**config.mk**
```make
export PLATFORM = sky130hd
export DESIGN_NAME = kennedy_uart_rx
export DESIGN_NICKNAME = d
export VERILOG_FILES = /design/src/rtl/definitions_pkg.sv /design/src/rtl/kennedy_uart_rx.sv
export SDC_FILE = /design/constraint.sdc
export NUM_CORES = 1
export LEC_CHECK = 0
export ABC_CLOCK_PERIOD_IN_PS = 2100
export CAP_MARGIN = 20
export CORE_ASPECT_RATIO = 0.9
export CORE_UTILIZATION = 53
export DETAILED_ROUTE_END_ITERATION = 10
export PLACE_DENSITY_LB_ADDON = 0.2
export SETUP_SLACK_MARGIN = 0.2
export SYNTH_ARGS = -nofsm -noshare
export SYNTH_HDL_FRONTEND = slang
export SYNTH_SLANG_ARGS = --single-unit
```
**constraint.sdc**
```tcl
create_clock -name clk -period 2.1 [get_ports clk]
set_clock_uncertainty 0.1 [all_clocks]
set_input_delay 0.315 -clock clk [delete_from_list [all_inputs] [get_ports clk]]
set_output_delay 0.315 -clock clk [all_outputs]
set_load 0.01 [all_outputs]
```
**src/rtl/definitions_pkg.sv**
```systemverilog
// Shared types and constants for the UART receive path.
package definitions_pkg;

    typedef enum logic [1:0] {
        IDLE  = 2'd0,
        START = 2'd1,
        DATA  = 2'd2,
        STOP  = 2'd3
    } rx_state_t;

    localparam int OVERSAMPLE = 16;
    localparam int DATA_BITS  = 8;
    localparam int MID_TICK   = 7;

endpackage

```
**src/rtl/kennedy_uart_rx.sv**
```systemverilog
// 8N1 UART receiver on a 16x oversample tick; emits done/err pulses per frame.
// Handshake: done and err are single-cycle, mutually exclusive strobes; out is valid while done is high and held afterwards.
module kennedy_uart_rx #(
    parameter int OVERSAMPLE = definitions_pkg::OVERSAMPLE,
    parameter int DATA_BITS  = definitions_pkg::DATA_BITS
) (
    input  logic                       clk,
    input  logic                       rstN,
    input  logic                       rx_enabled,
    input  logic                       in,
    input  logic                       s_tick,
    output logic                       busy,
    output logic                       done,
    output logic                       err,
    output logic [DATA_BITS-1:0]       out,
    output definitions_pkg::rx_state_t state
);

    import definitions_pkg::*;

    localparam int TW = $clog2(OVERSAMPLE);
    localparam int BW = $clog2(DATA_BITS);
    localparam logic [TW-1:0] TICK_LAST = TW'(OVERSAMPLE - 1);
    localparam logic [TW-1:0] TICK_MID  = TW'(OVERSAMPLE / 2 - 1);
    localparam logic [BW-1:0] BIT_LAST  = BW'(DATA_BITS - 1);

    rx_state_t            state_q, state_d;
    logic [TW-1:0]        tick_q, tick_d;
    logic [BW-1:0]        bit_q, bit_d;
    logic [DATA_BITS-1:0] shift_q, shift_d;
    logic [DATA_BITS-1:0] out_q, out_d;
    logic                 done_q, done_d;
    logic                 err_q, err_d;

    always_ff @(posedge clk or negedge rstN) begin
        if (!rstN) begin
            state_q <= IDLE;
            tick_q  <= '0;
            bit_q   <= '0;
            shift_q <= '0;
            out_q   <= '0;
            done_q  <= 1'b0;
            err_q   <= 1'b0;
        end else begin
            state_q <= state_d;
            tick_q  <= tick_d;
            bit_q   <= bit_d;
            shift_q <= shift_d;
            out_q   <= out_d;
            done_q  <= done_d;
            err_q   <= err_d;
        end
    end

    always_comb begin
        state_d = state_q;
        tick_d  = tick_q;
        bit_d   = bit_q;
        shift_d = shift_q;
        out_d   = out_q;
        done_d  = 1'b0;
        err_d   = 1'b0;
        if (!rx_enabled) begin
            state_d = IDLE;
            tick_d  = '0;
            bit_d   = '0;
        end else begin
            unique case (state_q)
                IDLE: begin
                    if (!in) begin
                        state_d = START;
                        tick_d  = '0;
                    end
                end
                START: begin
                    // A start bit that is high again at mid-bit was a glitch.
                    if (s_tick) begin
                        if (tick_q == TICK_MID) begin
                            if (!in) begin
                                state_d = DATA;
                                tick_d  = '0;
                                bit_d   = '0;
                            end else begin
                                state_d = IDLE;
                            end
                        end else begin
                            tick_d = tick_q + 1'b1;
                        end
                    end
                end
                DATA: begin
                    if (s_tick) begin
                        if (tick_q == TICK_LAST) begin
                            shift_d = {in, shift_q[DATA_BITS-1:1]};
                            tick_d  = '0;
                            if (bit_q == BIT_LAST) begin
                                state_d = STOP;
                            end else begin
                                bit_d = bit_q + 1'b1;
                            end
                        end else begin
                            tick_d = tick_q + 1'b1;
                        end
                    end
                end
                STOP: begin
                    if (s_tick) begin
                        if (tick_q == TICK_LAST) begin
                            state_d = IDLE;
                            tick_d  = '0;
                            if (in) begin
                                out_d  = shift_q;
                                done_d = 1'b1;
                            end else begin
                                err_d = 1'b1;
                            end
                        end else begin
                            tick_d = tick_q + 1'b1;
                        end
                    end
                end
                default: state_d = IDLE;
            endcase
        end
    end

    assign busy  = (state_q != IDLE);
    assign done  = done_q;
    assign err   = err_q;
    assign out   = out_q;
    assign state = state_q;

endmodule

```
==> impl_results.md, run 1 <==
- Status: complete, no violations
- Ports: 18
- Cell Area, Synth: 1360 um2
- Compound-cell area share of the yosys netlist: 10.3%
- Worst Path Arrival: 1.41 ns
- Initial antenna violation count: 0
- Placed Area: 1580 um2
- Max-slew headroom: 69.5%
- Via Count: 990
- First-pass DRT Iterations: 4
- Met3 Use GR: roughly 5.5%
- First-pass GRT wire length: 4.33 mm
- Register area share after synthesis: approximately half
- Synth Flop Type: dfrtp_1
- RSZ-0062 raised after global routing: no
- CTS tree: done
- Peak supply drop: 589 uV
- EDFF count, synth: 0
- Required @ worst endpoint: 1.68 ns
- Residual DRC: 0
- Critical R2R Capture: shift_q[6]
- Reg2reg start: tick_q[1]
- FF+latch count, synth: 27
- Worst setup path endpoint: state[1]
- Buffers & Inverters on Critical Path: 2
- DRT iter0 DRCs: 18
- Reg2reg path depth: 5
- Overall Global Routing Usage: 19.7%
- HPWL after DPL: between 1.5 and 2 mm
- Synthesized instance count: about 120
- Crit path depth: 2
- Max Slew Vio Count: 0
- Total clock buffers created by CTS: 3
- Setup Viol. Count Final: 0
- Gr busiest metal: met2
- Nets: 155
- WL/cell: 14.1 um
- Worst-margin pin slew: between 0.4 and 0.5 ns
- Setup ws final: 0.272 ns
- DRT antenna net count: 0
- TritonCTS Sinks: 27
- Site Rows: 17
- Crit Path Class: flop to primary output
- Met1 Use GR: 27.2%
- Area Growth Syn to Fin: 22.7%
- Core area: 2450 um2
- CP Cell Sequence: buf_6 -> clkdlybuf4s50_1
- Worst hold path class: primary input to asynchronous set/reset pin
- Fmax: 0.547 GHz
- Via density: 5.69
- Asr flop ratio synth: 100%
- Clock-pin slew on the worst setup and hold paths: 0.13 ns
- Startpoint Class: flop
- Die Y: 50.0 um
- H-tree depth: 1
- Mux contribution to synthesized area: 16.9%
- Setup_tns: 0 ns
- Clock tree root driver cell: clkbuf_4
- Vias in the first global route: 939
- ANT cells: 0
- Maximum Capacitance Violations: 0
- Placer Congestion: around 0.83
- Largest net degree at the start of global routing: 28
- Final Hold Viols: 0
- Total gr overflow: 0
- Reg2Reg Setup Slack: 0.29 ns
- Post-Synth Simple-Gate Area: 14.8%
- Share of cells above drive strength 1: between 20% and 30%
- Clock buffer depth: 2
- DRT Wirelength: approximately 2.4 mm
- Crit end category: primary output
- Die X: approximately 55 um
- Slowest CP cell: clkdlybuf4s50_1
- Final Power: 860 uW
- Fin area: about 1700 um2
- Synth Warn #: 0
- Starting Density: 55.5%
- Xor and xnor area share after synthesis: 0.645%
- PD cells: 516 nW/um2
- # port buffers: 17
- Met2 Use GR: between 30% and 40%
- P_leak: 0.791 nW
- Syn Nets: approximately 130
- Mean area per synthesized cell: approximately 11 um2
- Hold slack: 0.257 ns
- Family with the most delay on the worst path: buffers and inverters
- CP startpoint: state[1]
- Place WS: 0.0630 ns
- Die area: 2770 um2
- Final worst-path cycle share: 87.1%
- Fin crit period: around 1.8 ns
- Netlist cell types: 35
- Largest family of logic cells by synthesized area: multiplexers
- Highest cell delay on the worst timing path: between 0.5 and 0.6 ns
- CP Max Fanout: 14
- Adder-Cell Fraction of Synth Area: 2.76%
- Worst-skew pair later-pin latency: 0.31 ns
cell type report:
cell class                 count  area (um2)
multi-input combinational     79         633
clock buffer                   4        26.3
sequential                    27         677
fill                         182         779
tap                           28        35.0
timing repair buffer          30         273
inverter                       6        22.5
sequential cells by signal (all words and copies together) (netlist names):
register	cells
bit_q	3
done	1
err	1
out	8
shift_q	8
state	2
tick_q	4
cells in the final DEF, fill, tap and decap left out, types with 4 or more instances in the layout:
master / netlist / layout
dfrtp_1: 27 / 26
mux2_2: 16 / 16
clkdlybuf4s50_1: 0 / 15
buf_4: 1 / 12
nand2_1: 9 / 8
nand3_1: 7 / 7
inv_1: 6 / 6
a21oi_1: 5 / 5
mux2i_1: 5 / 5
nand2b_1: 4 / 4
per-stage QoR:
step / cells / utilization (%)
global route: 174 / 68.1
detailed placement: 165 / 64.7
CTS: 170 / 66.3
global placement: 165 / 64.7
floorplan: 119 / -
finish: 174 / 68.1
report_power, final:
part | leakage (nW) | switching (mW) | internal (mW)
sequential | 0.373 | 0.00696 | 0.527
clock | 0.0150 | 0.138 | 0.0742
combinational | 0.402 | 0.0624 | 0.0520
total | 0.791 | 0.207 | 0.653
repair_timing:
| item | CTS | global route |
|---|---|---|
| buffers inserted | 1 | 4 |
| resized for setup | 4 | 3 |
| setup endpoints to repair | 12 | 21 |
| hold buffers | 0 | 0 |
| pin swaps | 1 | 0 |
synthesized netlist by cell type (3+ instances only):
cell      number  area [um2]
dfrtp_1       27         676
mux2_2        16         180
nand2_1        9        33.8
nand3_1        7        35.0
inv_1          6        22.5
a21oi_1        5        25.0
mux2i_1        5        50.1
buf_2          4        20.0
nand2b_1       4        25.0
nor3_1         4        20.0
ha_1           3        37.5
nor2_1         3        11.3
worst min-delay path by stage:
stage,to,slack [ns],cells after the start
2_1_floorplan,bit_q[0],-0.08,0
3_3_place_gp,out[3],0.39,1
3_5_place_dp,out[1],0.39,1
4_1_cts,tick_q[3],0.26,2
5_1_grt,tick_q[0],0.29,2
6_report,tick_q[3],0.26,2
kinds of logic (layout without fill, tap and decap cells):
group,after synthesis,after routing
adders and majority gates,3,3
buffers and inverters,13,40
DFF,27,27
muxes,21,21
and+or+nand+nor,35,35
xor gates and xnor gates,1,1
AOI/OAI and AO/OA,19,19
per-layer routing:
layer / vias up / routed length, um
li1: 480 / -
met1: 479 / 1200
met2: 29 / 1120
met3: 2 / 123
met4: 0 / 8
met5: - / 0
worst reg2reg max path: stages, from the launching register on:
cell	delay, ns
dfrtp_1	0.40
ha_1	0.24
nand3_1	0.18
nor4_4	0.24
buf_4	0.21
mux2_2	0.35
Power figures use the tool's default switching activity.
==> run 2: changes to the inputs <==
--- a/config.mk
+++ b/config.mk
@@ -6,7 +6,7 @@
 export NUM_CORES = 1
 export LEC_CHECK = 0
 export ABC_CLOCK_PERIOD_IN_PS = 2100
-export CAP_MARGIN = 20
+export CAP_MARGIN = 5
 export CORE_ASPECT_RATIO = 0.9
 export CORE_UTILIZATION = 53
 export DETAILED_ROUTE_END_ITERATION = 10
==> results of run 2 <==
Same layout as run 1: the final DEF is identical, and so are final timing and power.
